===== config.mk =====
export PLATFORM = sky130hd
export DESIGN_NAME = break_value_engine
export DESIGN_NICKNAME = d
export VERILOG_FILES = /design/src/rtl/break_value_engine.sv
export SDC_FILE = /design/constraint.sdc
export NUM_CORES = 1
export LEC_CHECK = 0
export ABC_AREA = 0
export BUFFER_PORTS_ARGS = -buffer_cell sky130_fd_sc_hd__buf_4
export CAP_MARGIN = 20
export CELL_PAD_IN_SITES_DETAIL_PLACEMENT = 1
export CELL_PAD_IN_SITES_GLOBAL_PLACEMENT = 1
export CORE_AREA = 2 2 133 135
export DETAILED_ROUTE_END_ITERATION = 10
export DIE_AREA = 0 0 135 137
export GPL_ROUTABILITY_DRIVEN = 0
export GPL_TIMING_DRIVEN = 0
export PLACE_DENSITY = 0.82
export SETUP_SLACK_MARGIN = 0.1
export SLEW_MARGIN = 40
export SYNTH_ARGS = -nofsm -noshare
export SYNTH_HDL_FRONTEND = slang
export SYNTH_SLANG_ARGS = --single-unit

===== constraint.sdc =====
create_clock -name clk -period 5.7 [get_ports clk]
set_input_delay 0 -clock clk [delete_from_list [all_inputs] [get_ports clk]]
set_output_delay 0 -clock clk [all_outputs]
set_load 0.02 [all_outputs]

===== src/rtl/break_value_engine.sv =====
// Multi-candidate break-value unit: counts masked broken clauses per flip candidate,
// CHUNK bits per cycle, then reports every count plus the minimum and its index.
module break_value_engine #(
  parameter int NUM_CANDIDATES = 4,
  parameter int NUM_CLAUSES    = 20,
  parameter int CHUNK          = 8,
  parameter int BV_BITS        = 5,
  parameter int IDX_BITS       = 2
) (
  input  logic                                clk,
  input  logic                                reset,
  input  logic                                in_valid,
  output logic                                in_ready,
  input  logic [NUM_CANDIDATES*NUM_CLAUSES-1:0] is_broken,
  input  logic [NUM_CANDIDATES*NUM_CLAUSES-1:0] mask,
  output logic                                out_valid,
  input  logic                                out_ready,
  output logic [NUM_CANDIDATES*BV_BITS-1:0]   break_values,
  output logic [BV_BITS-1:0]                  min_value,
  output logic [IDX_BITS-1:0]                 min_index,
  output logic                                zero_break
);

  localparam int NUM_CHUNKS = (NUM_CLAUSES + CHUNK - 1) / CHUNK;
  localparam int PAD_W      = NUM_CHUNKS * CHUNK;
  localparam int CNT_BITS   = (NUM_CHUNKS > 1) ? $clog2(NUM_CHUNKS) : 1;
  localparam logic [CNT_BITS-1:0] LAST_CHUNK = CNT_BITS'(NUM_CHUNKS - 1);

  typedef enum logic [1:0] {IDLE, COUNT, MIN, OUT} state_t;

  state_t              state;
  logic [PAD_W-1:0]    pending   [NUM_CANDIDATES];
  logic [BV_BITS-1:0]  acc       [NUM_CANDIDATES];
  logic [BV_BITS-1:0]  chunk_pop [NUM_CANDIDATES];
  logic [CNT_BITS-1:0] chunk_cnt;
  logic [BV_BITS-1:0]  best_value;
  logic [IDX_BITS-1:0] best_index;

  assign in_ready = (state == IDLE) && !reset;

  // Each candidate's pending bits shift down one chunk per cycle, so the chunk being
  // counted is always the low CHUNK bits; the zero padding above NUM_CLAUSES adds nothing.
  always_comb begin
    for (int i = 0; i < NUM_CANDIDATES; i++) begin
      chunk_pop[i] = '0;
      for (int b = 0; b < CHUNK; b++) begin
        chunk_pop[i] = chunk_pop[i] + BV_BITS'(pending[i][b]);
      end
    end
  end

  // Strict less-than keeps the earliest candidate on ties.
  always_comb begin
    best_value = acc[0];
    best_index = '0;
    for (int i = 1; i < NUM_CANDIDATES; i++) begin
      if (acc[i] < best_value) begin
        best_value = acc[i];
        best_index = IDX_BITS'(i);
      end
    end
  end

  always_ff @(posedge clk) begin
    if (reset) begin
      state        <= IDLE;
      chunk_cnt    <= '0;
      out_valid    <= 1'b0;
      break_values <= '0;
      min_value    <= '0;
      min_index    <= '0;
      zero_break   <= 1'b0;
      for (int i = 0; i < NUM_CANDIDATES; i++) begin
        acc[i]     <= '0;
        pending[i] <= '0;
      end
    end else begin
      case (state)
        IDLE: begin
          if (in_valid) begin
            for (int i = 0; i < NUM_CANDIDATES; i++) begin
              pending[i] <= PAD_W'(is_broken[i*NUM_CLAUSES +: NUM_CLAUSES] &
                                   mask[i*NUM_CLAUSES +: NUM_CLAUSES]);
              acc[i]     <= '0;
            end
            chunk_cnt <= '0;
            state     <= COUNT;
          end
        end
        COUNT: begin
          for (int i = 0; i < NUM_CANDIDATES; i++) begin
            acc[i]     <= acc[i] + chunk_pop[i];
            pending[i] <= pending[i] >> CHUNK;
          end
          chunk_cnt <= chunk_cnt + CNT_BITS'(1);
          if (chunk_cnt == LAST_CHUNK) begin
            state <= MIN;
          end
        end
        MIN: begin
          for (int i = 0; i < NUM_CANDIDATES; i++) begin
            break_values[i*BV_BITS +: BV_BITS] <= acc[i];
          end
          min_value  <= best_value;
          min_index  <= best_index;
          zero_break <= (best_value == '0);
          out_valid  <= 1'b1;
          state      <= OUT;
        end
        OUT: begin
          if (out_ready) begin
            out_valid <= 1'b0;
            state     <= IDLE;
          end
        end
        default: state <= IDLE;
      endcase
    end
  end

endmodule


==> results_dict.tcl, run 1 <==
set metrics [dict create \
    dieArea_um2 18500 \
    grt_max_degree 26 \
    routed_wl_um 31400 \
    worstPathArrival_ps 5480 \
    io_pins 194 \
    grt_pass1_vias 8083 \
    synth-async-reset-ratio 0 \
    numPortBuffers 192 \
    wl_per_cell_um 26.1 \
    synth_area_um2 6860 \
    grt_pass1_wl_um 47000 \
    setup_viol 0 \
    clkLatencyLatePin_ps 450 \
    start_util 0.402 \
    max_freq_mhz 194 \
    synth_commonest_cells "edfxtp_1, dfxtp_1, nor2_1" \
    syn-num-nets 818 \
    leakage_uw 0.00478 \
    rows 48 \
    hpwl_um 15300 \
    cts.sinks 133 \
    synth_top_area_share 0.346 \
    cts_tree "yes" \
    drt_iter0_drc 459 \
    worstPathMaxFanout 10 \
    ys_types 53 \
    rsz0062_at_grt "no" \
    min_period_ps 5150 \
    synth_most_common_cell "edfxtp_1" \
    outcome "completed" \
    dp_slack_ps 686 \
    critPathKind "reg -> reg" \
    die_w_um 135 \
    ant_nets 0 \
    grt_overflow 0 \
    nFillCells 1771 \
    antenna_found_initial 2 \
    ys_seq_area_frac 0.504 \
    syn_area_per_cell_um2 11.5 \
    clk_pin_slew_worst_paths_ps 60 \
    root_buffer "clkbuf_16" \
    drv_slew 0 \
    synth_area_leaders "edfxtp_1, dfxtp_1, ha_1" \
    holdWs_ps 278 \
    synth-seq-cells 133 \
    core_um2 17100 \
    tightest_slew_ps 830 \
    cts-buffers-inserted 17 \
    irDropWorstVdd_mv 0.323 \
    power.density_nw_per_um2 538 \
    fin_util 0.632 \
    drive_gt1_frac 0.244 \
    synth_enable_flop_cells 79 \
    area_growth_pct 57.1 \
    period_share 0.904 \
    cts.htree.levels 4 \
    dominantRegCellSynth "edfxtp_1" \
    hold_viol_final 0 \
    drt_drc_violations_left 0 \
    setup_tns_ps 0 \
    cap_violations 0 \
    vias_per_cell 5.68 \
    via_count 6852 \
    ys_warn_count 0 \
    grtUsageTotal 0.348 \
    yosysTopAreaCell "edfxtp_1" \
    syn_inst 594 \
    nets 1190 \
    worstSetupStartpointType "register" \
    crit_path_end_kind "register" \
    min_path_type "in -> reg" \
    firstDrtPassIters 5 \
    clock_path_buffers 2 \
    die_h_um 137 \
    max_slew_margin 0.447 \
    required_ps 6030 \
    postLayoutSetupSlackWorst_ps 545 \
    post_cts_buffers 0 \
    fin_worst_skew_ps 14.9 \
]
layout by cell type (no fill, tap or decap), types with 3 or more instances in the layout:
master and n:
xor2_1 5, and3_1 16, dfxtp_1 54, clkbuf_1 31, mux2i_1 28, nor3_1 4
nor2b_1 5, a21oi_1 36, clkbuf_16 17, o221ai_1 4, nand2_1 28, ha_1 40
a211oi_1 3, nand3_1 20, xnor2_1 7, and2_1 7, nor2_1 54, edfxtp_1 79
diode_2 3, inv_1 49, o21ai_0 8, nand2b_2 4, nand2b_1 4, fa_1 20
buf_4 192, dlygate4sd3_1 161, clkinv_2 4, a22o_1 3, a21o_1 9, a32o_1 49
power by group:
group          leakage (uW)  switching [uW]  internal (uW)
Sequential          0.00131             239           1350
Clock              0.000271             456            651
Combinational       0.00320            1810           1290
area by class of cell:
| cell class | instances | area, um2 | area share |
|---|---|---|---|
| antenna | 3 | 7.51 | 0.000697 |
| inverter | 50 | 188 | 0.0174 |
| timing repair buffer | 353 | 3050 | 0.283 |
| multi-input combinational | 382 | 3110 | 0.289 |
| tap | 225 | 282 | 0.0261 |
| clock buffer | 22 | 454 | 0.0422 |
| sequential | 133 | 3450 | 0.321 |
| clock inverter | 10 | 108 | 0.00999 |
| buffer | 29 | 116 | 0.0108 |
stage by stage:
step	power, uW	instance area [um2]	std cells
after floorplan	3400	6860	594
after global placement	3970	8580	1011
after detailed placement	4180	8590	1011
after CTS	5450	10800	1204
after global routing	6080	10800	1206
final	5790	10800	1207
sequential cells by signal, summed over array words and instances, names as in the netlist:
register	cells
pending	80
acc	20
break_values	20
min_value	5
chunk_cnt	2
min_index	2
state	2
out_valid	1
zero_break	1
worst paths after layout:
kind	startpoint	to	slack, ps	cells after the start
setup reg to reg	acc[1][2]$_SDFFCE_PN0P_	min_value[2]$_SDFFE_PP0P_	550	20
hold reg to reg	zero_break$_SDFFE_PP0P_	zero_break$_SDFFE_PP0P_	480	2
hold / removal	in_valid	state[0]$_SDFFE_PP0P_	280	4
setup / recovery	acc[1][2]$_SDFFCE_PN0P_	min_value[2]$_SDFFE_PP0P_	550	20
cell families after synthesis:
family                   after synthesis  synth area share
buffers and inverters                 79            0.0443
AO/OA/AOI/OAI                        131             0.159
adder cells (fa/ha/maj)               60             0.131
XOR/XNOR                              12            0.0153
AND/OR/NAND/NOR                      151             0.106
multiplexers                          28            0.0409
flip-flops                           133             0.504
layer usage:
metal	vias to the layer above	share of wire	GRT usage
li1	2944	-	-
met1	3439	0.35	0.352
met2	342	0.54	0.648
met3	127	0.048	0.0667
met4	0	0.061	0.233
met5	-	0	0
what timing repair did:
action / CTS / global route
gates resized for setup: 0 / 0
hold buffers: 161 / 0
hold endpoints to repair: 81 / 0
critical path, cell delays in order (launching register included):
cell	delay, ps
edfxtp_1	550
ha_1	410
a21oi_4	170
o21ai_4	100
a31oi_4	230
buf_6	170
nor2_1	40
a21oi_1	120
ha_1	260
a21boi_0	160
o31a_1	350
o21ai_0	410
o221ai_1	290
ha_1	350
a21oi_1	160
o21ai_0	140
or3_1	410
a31oi_4	210
a21boi_4	120
mux2i_1	160
a22o_1	210
(Power assumes the default switching activity.)
==> inputs of run 2 (changes only) <==
--- a/config.mk
+++ b/config.mk
@@ -5,17 +5,17 @@
 export SDC_FILE = /design/constraint.sdc
 export NUM_CORES = 1
 export LEC_CHECK = 0
-export ABC_AREA = 0
+export ABC_AREA = 1
 export BUFFER_PORTS_ARGS = -buffer_cell sky130_fd_sc_hd__buf_4
 export CAP_MARGIN = 20
 export CELL_PAD_IN_SITES_DETAIL_PLACEMENT = 1
 export CELL_PAD_IN_SITES_GLOBAL_PLACEMENT = 1
-export CORE_AREA = 2 2 133 135
+export CORE_AREA = 2 2 136 138
 export DETAILED_ROUTE_END_ITERATION = 10
-export DIE_AREA = 0 0 135 137
+export DIE_AREA = 0 0 138 140
 export GPL_ROUTABILITY_DRIVEN = 0
 export GPL_TIMING_DRIVEN = 0
-export PLACE_DENSITY = 0.82
+export PLACE_DENSITY = 0.81
 export SETUP_SLACK_MARGIN = 0.1
 export SLEW_MARGIN = 40
 export SYNTH_ARGS = -nofsm -noshare
==> run 2 against run 1 <==
- via count increased by 3.7%
- register-to-register slack gained 1000 ps
- wire length decreased by 11%
- synthesized cell count is 26% higher
- sequential power is essentially flat
- first-iteration DRC count shrank 18%
- setup slack better by 1000 ps
- area after synthesis up 0.11%
- critical path type unchanged
- critical endpoint is now zero_break$_SDFFE_PP0P_
- largest power group unchanged
==> results_dict.tcl, run 2 <==
set metrics [dict create \
    worstSetupStartpointType "register" \
    root_buffer "clkbuf_16" \
    p_sw_frac 0.440 \
    hpwl_um 14900 \
    layout_commonest_cell "buf_4" \
    dieArea_um2 19300 \
    antenna_found_initial 1 \
    rsz0062_at_grt "no" \
    final_cell_mix "buf_4, nand2_1, dlygate4sd3_1" \
    largest_reg_flops 80 \
    drt_drc_violations_left 0 \
    wl_met3_um 1280 \
    syn_inst 750 \
    tightest_slew_ps 820 \
    grt_pass1_vias 8121 \
    grt_pass1_wl_um 43500 \
    power.net_switching_uw 2450 \
    synth_area_um2 6870 \
    ant_nets 0 \
    multi_input_area_um2 3010 \
    setup_tns_ps 0 \
    synth-async-reset-ratio 0 \
    cap_violations 0 \
    internal_power_uw 3120 \
    via_count 7108 \
    ys_types 37 \
    reg2reg_from "acc[0][2]$_SDFFCE_PN0P_" \
    reg.largest.list "pending: 80 flops, acc: 20 flops, break_values: 20 flops" \
    dr.max_layer_used "met4" \
    dp_slack_ps 1300 \
    wl_per_cell_um 20.7 \
    drv_slew 0 \
    seqPwrFrac 0.280 \
    die_w_um 138 \
    start_util 0.386 \
    worstPathArrival_ps 4470 \
    startpoint "acc[0][2]$_SDFFCE_PN0P_" \
    rr_endpoint "zero_break$_SDFFE_PP0P_" \
    clkLatencyLatePin_ps 430 \
    cts-buffers-inserted 17 \
    cts_resized 0 \
    rows 49 \
    io_pins 194 \
    seq_area_um2 3450 \
    syn-num-nets 974 \
    numPortBuffers 193 \
    yosysTopAreaCell "edfxtp_1" \
    synth_enable_flop_cells 79 \
    ys_seq_area_frac 0.503 \
    firstDrtPassIters 5 \
    power_frac_comb 0.521 \
    synth_commonest_cells "nand2_1, inv_1, edfxtp_1" \
    drive_gt1_frac 0.223 \
    core_um2 17800 \
    synth_area_leaders "edfxtp_1, dfxtp_1, nand2_1" \
    min_path_type "in -> reg" \
    post_cts_buffers 0 \
    ys_warn_count 0 \
    irDropWorstVdd_mv 0.298 \
    drt_iter0_drc 377 \
    postLayoutSetupSlackWorst_ps 1550 \
    outcome "completed" \
    clock_path_buffers 2 \
    syn_area_per_cell_um2 9.15 \
    routed_wl_um 28000 \
    grtUsageTotal 0.293 \
    routed-wl-met2_um 14700 \
    dominantRegCellSynth "edfxtp_1" \
    vias_per_cell 5.26 \
    grt_overflow 0 \
    crit_path_end "zero_break$_SDFFE_PP0P_" \
    required_ps 6010 \
    crit_path_end_kind "register" \
    setup_viol 0 \
    critPathKind "reg -> reg" \
    die_h_um 140 \
    clk_pin_slew_worst_paths_ps 60 \
    hold_viol_final 0 \
    max_freq_mhz 241 \
    ff2ff_setup_slack_ps 1550 \
    synth-seq-cells 133 \
    wl_met1_um 10600 \
    p_clk_frac 0.199 \
    area_growth_pct 55.3 \
    min_period_ps 4150 \
    synth_most_common_cell "nand2_1" \
    regMostFlops "pending" \
    nets 1333 \
    period_share 0.729 \
    power.density_nw_per_um2 523 \
    synth_top_area_share 0.346 \
    grt_max_degree 26 \
    nFillCells 2023 \
    fin_worst_skew_ps 12.2 \
    cts.htree.levels 4 \
    max_slew_margin 0.452 \
    leakage_uw 0.00471 \
    worstPathMaxFanout 10 \
    rr_worst_depth 26 \
    cts_tree "yes" \
    cts.sinks 133 \
    holdWs_ps 23.8 \
]
run 2: critical path, stage by stage (launching register included):
cell and delay [ps]:
edfxtp_1 460, inv_1 150, ha_1 260, nand2_1 70, nand2_1 80, nand2_4 100, nand3_4 130, o21ai_0 300
ha_1 310, nand2_1 70, o21bai_1 100, inv_1 60, nand2_2 80, nand2_2 60, buf_6 150, o21ai_1 200
ha_1 290, a21oi_1 150, nor2_1 70, a211oi_2 400, nand2_4 150, nand2_1 80, nand2_1 80, nand3_1 90
nor2_1 50, nor2_1 80, nor2_1 40
run 2: cell families (layout without fill, tap and decap cells):
kind of cell / after synthesis / in the layout / synth area share
and+or+nand+nor: 302 / 302 / 0.187
AOI/OAI and AO/OA: 145 / 145 / 0.115
DFF: 133 / 133 / 0.503
buffers and inverters: 107 / 479 / 0.0603
adders and majority gates: 60 / 60 / 0.131
xor gates and xnor gates: 3 / 3 / 0.00383
other: 0 / 1 / 0
run 2: how the worst min path moves through the flow:
stage	slack [ps]	endpoint	depth (start not counted)	start
global route	30	pending[3][1]$_DFFE_PP_	3	mask[61]
finish	20	pending[3][1]$_DFFE_PP_	3	mask[61]
CTS	0.5	pending[3][7]$_DFFE_PP_	3	is_broken[67]
global placement	280	pending[3][15]$_SDFFE_PP0P_	3	mask[75]
floorplan	160	pending[0][12]$_SDFFE_PP0P_	2	mask[12]
detailed placement	290	pending[3][14]$_SDFFE_PP0P_	3	is_broken[74]
run 2: layout make-up:
cell class,count,share of cell area
antenna,1,0.000235
buffer,26,0.0103
clock buffer,19,0.0416
clock inverter,13,0.0121
inverter,81,0.0285
multi-input combinational,510,0.282
sequential,133,0.324
tap,229,0.0269
timing repair buffer,340,0.274
run 2: power groups by stage:
stage               combinational, uW  clock [uW]  sequential, uW
floorplan                        1800           0            1590
global placement                 2510           0            1540
detailed placement               2660           0            1560
CTS                              2780        1090            1540
global route                     3250        1150            1590
finish                           2910        1110            1560
run 2: metal layers:
layer	track usage	vias to the layer above
met4	0.167	0
met2	0.544	292
li1	-	3232
met1	0.311	3478
met3	0.0550	106
met5	0	-
run 2: timing repair:
item                                    CTS  global route
hold buffers                            147             0
endpoints found under the setup margin    0             0
hold endpoints to repair                 80             0
run 2: through the flow:
stage	power, uW	cells	area (um2)	utilization
final	5580	1352	10700	0.600
after global routing	5990	1352	10700	0.600
after CTS	5410	1351	10600	0.599
after detailed placement	4220	1172	8610	0.484
after global placement	4050	1172	8600	0.484
after floorplan	3400	750	6870	-
